--- config.mk ---
export PLATFORM = sky130hd
export DESIGN_NAME = uart_tx_arbiter
export DESIGN_NICKNAME = d
export VERILOG_FILES = /design/src/rtl/uart_tx_arbiter.sv
export SDC_FILE = /design/constraint.sdc
export NUM_CORES = 1
export LEC_CHECK = 0
export CAP_MARGIN = 20
export CORE_ASPECT_RATIO = 1.2
export CORE_MARGIN = 2
export CORE_UTILIZATION = 45
export CTS_CLUSTER_DIAMETER = 120
export DETAILED_ROUTE_END_ITERATION = 10
export PLACE_DENSITY = 0.81
export SLEW_MARGIN = 20
export SYNTH_ARGS = -nofsm -noshare
export SYNTH_HDL_FRONTEND = slang
export SYNTH_SLANG_ARGS = --single-unit
export TNS_END_PERCENT = 5
--- constraint.sdc ---
create_clock -name CLK -period 3.6 [get_ports CLK]
set_input_delay 0.72 -clock CLK [delete_from_list [all_inputs] [get_ports CLK]]
set_output_delay 0.72 -clock CLK [all_outputs]
set_load 0.02 [all_outputs]
--- src/rtl/uart_tx_arbiter.sv ---
// Round-robin arbiter sharing one UART_TX among NUM_REQ clients: latches the
// winner's byte, pulses tx_req, then tracks tx_busy to report done or timeout.
module uart_tx_arbiter #(
   parameter int unsigned NUM_REQ        = 4,
   parameter int unsigned VLD_DATA_WIDTH = 8,
   parameter int unsigned BUSY_TIMEOUT   = 1024
) (
   input  logic                              CLK,
   input  logic                              rst,
   input  logic [NUM_REQ-1:0]                req_valid,
   input  logic [NUM_REQ*VLD_DATA_WIDTH-1:0] req_data,
   output logic [NUM_REQ-1:0]                grant,
   output logic [NUM_REQ-1:0]                done,
   output logic                              timeout_err,
   output logic [VLD_DATA_WIDTH-1:0]         tx_din,
   output logic                              tx_req,
   input  logic                              tx_busy,
   output logic                              arb_busy,
   output logic [$clog2(NUM_REQ)-1:0]        cur_id
);

   localparam int unsigned      ID_W    = $clog2(NUM_REQ);
   localparam int unsigned      CNT_W   = $clog2(BUSY_TIMEOUT) + 1;
   localparam logic [ID_W-1:0]  LAST_ID = ID_W'(NUM_REQ - 1);
   localparam logic [CNT_W-1:0] CNT_MAX = CNT_W'(BUSY_TIMEOUT - 1);

   typedef enum logic [1:0] {IDLE, ISSUE, WAIT_BUSY, WAIT_DONE} state_t;

   state_t                    state, state_nxt;
   logic [CNT_W-1:0]          cnt, cnt_nxt;
   logic [ID_W-1:0]           cur_id_nxt;
   logic [VLD_DATA_WIDTH-1:0] tx_din_nxt;
   logic [NUM_REQ-1:0]        grant_nxt, done_nxt;
   logic                      tx_req_nxt, timeout_nxt;

   logic [VLD_DATA_WIDTH-1:0] slot [NUM_REQ];
   logic [ID_W-1:0]           winner;
   logic                      found;
   logic [31:0]               idx;

   always_comb begin
      for (int unsigned i = 0; i < NUM_REQ; i++)
         slot[i] = req_data[i*VLD_DATA_WIDTH +: VLD_DATA_WIDTH];
   end

   // Scan starts one past the current owner and wraps modulo NUM_REQ, so the
   // owner itself is considered last.
   always_comb begin
      winner = cur_id;
      found  = 1'b0;
      idx    = '0;
      for (int unsigned k = 1; k <= NUM_REQ; k++) begin
         idx = (32'(cur_id) + k) % NUM_REQ;
         if (!found && req_valid[idx[ID_W-1:0]]) begin
            found  = 1'b1;
            winner = idx[ID_W-1:0];
         end
      end
   end

   always_comb begin
      state_nxt   = state;
      cnt_nxt     = cnt;
      cur_id_nxt  = cur_id;
      tx_din_nxt  = tx_din;
      grant_nxt   = '0;
      done_nxt    = '0;
      tx_req_nxt  = 1'b0;
      timeout_nxt = 1'b0;
      case (state)
         IDLE: begin
            if (found && !tx_busy) begin
               cur_id_nxt        = winner;
               tx_din_nxt        = slot[winner];
               grant_nxt[winner] = 1'b1;
               tx_req_nxt        = 1'b1;
               state_nxt         = ISSUE;
            end
         end
         ISSUE: begin
            cnt_nxt   = '0;
            state_nxt = WAIT_BUSY;
         end
         WAIT_BUSY: begin
            if (tx_busy) begin
               state_nxt = WAIT_DONE;
            end else if (cnt == CNT_MAX) begin
               timeout_nxt = 1'b1;
               state_nxt   = IDLE;
            end else begin
               cnt_nxt = cnt + 1'b1;
            end
         end
         WAIT_DONE: begin
            if (!tx_busy) begin
               done_nxt[cur_id] = 1'b1;
               state_nxt        = IDLE;
            end
         end
         default: state_nxt = IDLE;
      endcase
   end

   always_ff @(posedge CLK) begin
      if (rst) begin
         state       <= IDLE;
         cnt         <= '0;
         cur_id      <= LAST_ID;
         tx_din      <= '0;
         grant       <= '0;
         done        <= '0;
         tx_req      <= 1'b0;
         timeout_err <= 1'b0;
      end else begin
         state       <= state_nxt;
         cnt         <= cnt_nxt;
         cur_id      <= cur_id_nxt;
         tx_din      <= tx_din_nxt;
         grant       <= grant_nxt;
         done        <= done_nxt;
         tx_req      <= tx_req_nxt;
         timeout_err <= timeout_nxt;
      end
   end

   assign arb_busy = (state != IDLE);

endmodule

==> run_results.csv <==
group,metric,value,unit
cells_and_area,num-nets-final,312,
global_route,grt-ovfl-total,0,
placement,placed_cell_area,0.002440,sq mm
placement,gp_congestion,0.9007,
detailed_routing,first_pass_iters,4,
timing,finalCritPeriodShare,80.52,%
cells_and_area,drive_gt1_share,7.435,%
yosys,synth_xor_area_share,1.950,%
timing,period_minus_slack,2899,ps
min_path,holdPathStages,1,
yosys,synth_flop_cell,"dfxtp_1",
critical_path,r2r_start,"cur_id[1]",
critical_path,crit_cells,7,
yosys,synthDistinctLibCells,45,
power_and_ir_drop,power.clock.fraction,26.6,%
power_and_ir_drop,p_int,0.6927,mW
detailed_routing,antenna_left,0,
yosys,ys_seq_elements,33,
cts,cts_max_path_buffers,2,
timing,timing.final.max_slew_violations,0,
timing,hold_viol,0,
global_route,antenna_found_initial,0,
floorplan,die_h,73.22,um
critical_path,cpMaxStageDelayCell,"clkdlybuf4s50_1",
min_path,hold_path.class,"reg2reg",
timing,worstMarginPinSlew,584.2,ps
cts,ctsHoldBuffers,0,
yosys,synth_area,0.001797,sq mm
cells_and_area,synthToLayoutAreaGrowth,40.60,%
cts,post-cts-setup-buffers,0,
placement,portBuffers,59,
global_route,grt_max_degree,16,
cts,clock_sinks,33,
detailed_routing,vias,1703,
detailed_routing,wl,4.018,mm
critical_path,r2r-end,"tx_din[0]",
power_and_ir_drop,p_sw,0.3137,mW
yosys,syn-mean-instance-area,8.638,sq um
cts,cts_resized,0,
timing,rsz0062_at_grt,"no",
min_path,hold_start,"cnt[10]",
cts,root_buffer,"clkbuf_8",
cts,cts-htree-levels,2,
power_and_ir_drop,swShare,31.17,%
critical_path,arrival,3050,ps
timing,max_freq,345.0,MHz
critical_path,crit_type,"in2reg",
power_and_ir_drop,power,1.006,mW
critical_path,crit_start,"req_valid[0]",
yosys,synth-simple-area-share,22.63,%
critical_path,critical_path_buf_inv_count,1,
detailed_routing,wl_per_cell,12.44,um
critical_path,reg2reg_depth,8,
floorplan,dieWidth,61.68,um
global_route,first_global_vias,1627,
cells_and_area,n_antenna_cell,0,
critical_path,cp-end-kind,"flip-flop",
detailed_routing,drt_iter0_drc,83,
floorplan,pin_count,60,
power_and_ir_drop,seqPwrFrac,40.4,%
critical_path,critPathMaxFanout,11,
min_path,min_to,"cnt[10]",
critical_path,regToRegSetupSlack,870,ps
yosys,synth_compound_area_share,16.43,%
yosys,yosysSeqAreaShare,36.77,%
floorplan,num_rows,25,
power_and_ir_drop,irDropWorstVdd,0.2194,mV
cts,cts_tree,"built",
cells_and_area,final_util,65.13,%
power_and_ir_drop,power_frac_comb,33.0,%
global_route,grt_use_total,19.73,%
power_and_ir_drop,p_per_area,398.4,mW/mm^2
yosys,syn_inst,208,
critical_path,cp.required,3750,ps
cells_and_area,finalInstanceArea,0.002526,sq mm
yosys,yosys_warnings,0,
timing,slew_headroom,60.91,%
cells_and_area,n_fill_cell,347,
timing,finalClockSkew,7.670,ps
floorplan,coreArea,0.003879,sq mm
detailed_routing,drc_errors,0,
critical_path,cp-start-kind,"input pin",
global_route,grt_pass1_wl,6.768,mm
critical_path,worstPathCellList,"clkdlybuf4s50_1 -> mux2_4 -> or3_1 -> a21o_1 -> a311oi_2 -> or3b_1 -> o221ai_1",
placement,hpwlAfterDp,3.071,mm
critical_path,cpPeakStageDelay,560,ps
timing,setup_violations,0,
yosys,syn_nets,252,
yosys,synth_top_family_by_area,"simple AND/OR/NAND/NOR gates",
cts,cts_buffers,5,
run,drv_cap,0,
timing,finalSetupTns,0,ps
floorplan,die_area,0.004516,sq mm
yosys,ys_async_sr_fraction,0,%
yosys,synthMuxAreaShare,14.35,%
yosys,synth_edf_count,0,
cts,clkLatencyLatePin,290,ps
critical_path,critPathTopFamily,"simple AND/OR/NAND/NOR gates",
cts,cts.clk_slew.worst_paths,70,ps
floorplan,start_util,46.32,%
status,status,"finished, final reports clean",
power_and_ir_drop,p_leak,1.026,nW
yosys,synth_fa_ha_area_share,3.482,%
detailed_routing,vias_per_cell,5.272,
==> stage by stage <==
step	std cells	setup WS (ps)	hold slack, ps
2_1_floorplan	208	932.3	425.0
5_1_grt	323	534.4	468.8
4_1_cts	323	723.0	446.9
3_5_place_dp	315	402.9	437.5
3_3_place_gp	315	448.3	432.5
6_report	323	701.4	444.7
==> synthesized netlist by cell type (2+ instances only) <==
| master | count | area, sq um |
|---|---|---|
| inv_1 | 4 | 15.01 |
| and2_1 | 6 | 37.54 |
| or3_1 | 2 | 12.51 |
| nand2b_1 | 4 | 25.02 |
| o21ai_0 | 6 | 30.03 |
| nor2b_1 | 2 | 12.51 |
| ha_1 | 5 | 62.56 |
| nand2_1 | 17 | 63.81 |
| nor4_1 | 2 | 12.51 |
| buf_6 | 2 | 22.52 |
| a21oi_1 | 12 | 60.06 |
| nor2_1 | 27 | 101.4 |
| nand4_1 | 5 | 31.28 |
| nor3_1 | 2 | 10.01 |
| dfxtp_1 | 33 | 660.6 |
| xor2_1 | 3 | 26.28 |
| mux2_2 | 2 | 22.52 |
| mux2i_1 | 22 | 220.2 |
| o221ai_1 | 9 | 78.83 |
| buf_2 | 3 | 15.01 |
| a21o_1 | 2 | 15.01 |
| a211oi_1 | 2 | 15.01 |
| clkbuf_1 | 6 | 22.52 |
| and3_1 | 3 | 18.77 |
| nand3_1 | 7 | 35.03 |
==> worst max-delay path by stage <==
stage               slack, ps         to
floorplan                 930  tx_din[0]
global placement          450  tx_din[7]
detailed placement        400  tx_din[5]
CTS                       720  tx_din[0]
global route              530  tx_din[0]
finish                    700  tx_din[0]
==> power by group through the flow <==
stage               clock network [mW]  logic (mW)  registers, mW
CTS                              0.277       0.334          0.406
finish                           0.268       0.332          0.406
detailed placement                   0       0.333          0.414
global route                     0.288       0.360          0.409
global placement                     0       0.329          0.413
floorplan                            0       0.175          0.442
==> layout make-up <==
| cell class | instances | area (sq um) | area share [%] |
|---|---|---|---|
| multi-input combinational | 159 | 1061 | 42.00 |
| tap | 54 | 67.56 | 2.675 |
| clock buffer | 5 | 68.82 | 2.724 |
| inverter | 4 | 15.01 | 0.5944 |
| sequential | 33 | 660.6 | 26.15 |
| clock inverter | 3 | 17.52 | 0.6934 |
| timing repair buffer | 65 | 635.6 | 25.16 |
==> cell families after synthesis <==
group | Yosys count
simple gates | 83
flops | 33
compound gates | 42
xor+xnor | 4
fa+ha+maj | 5
mux | 25
buf+inv | 16
==> placed cells by master, fill, tap and decap left out, types with 2 or more instances in the layout <==
| master | count |
|---|---|
| nor2_1 | 27 |
| nor4_1 | 2 |
| nand2b_1 | 4 |
| a21o_1 | 2 |
| nor2b_1 | 2 |
| nand2_1 | 17 |
| and2_1 | 6 |
| a211oi_1 | 2 |
| clkinv_2 | 2 |
| o221ai_1 | 9 |
| a21oi_1 | 12 |
| o21ai_0 | 6 |
| nand4_1 | 5 |
| nor3_1 | 2 |
| dfxtp_1 | 33 |
| mux2i_1 | 22 |
| ha_1 | 5 |
| and3_1 | 3 |
| buf_4 | 6 |
| mux2_2 | 2 |
| inv_1 | 4 |
| clkdlybuf4s50_1 | 59 |
| or3_1 | 2 |
| xor2_1 | 3 |
| nand3_1 | 7 |
| clkbuf_8 | 5 |
==> flip-flops by register name, summed over array words and instances (netlist names) <==
register     count
cnt             11
tx_din           8
done             4
grant            4
cur_id           2
state            2
timeout_err      1
tx_req           1
==> layer usage <==
| metal | global-route usage, % | part of all wire [%] | wire, um |
|---|---|---|---|
| met5 | 0 | 0 | 0 |
| met2 | 34.04 | 50 | 2018 |
| met4 | 8.274 | 2.0 | 81 |
| met3 | 5.319 | 6.5 | 260 |
| met1 | 22.21 | 41 | 1658 |
Power figures use the tool's default switching activity.
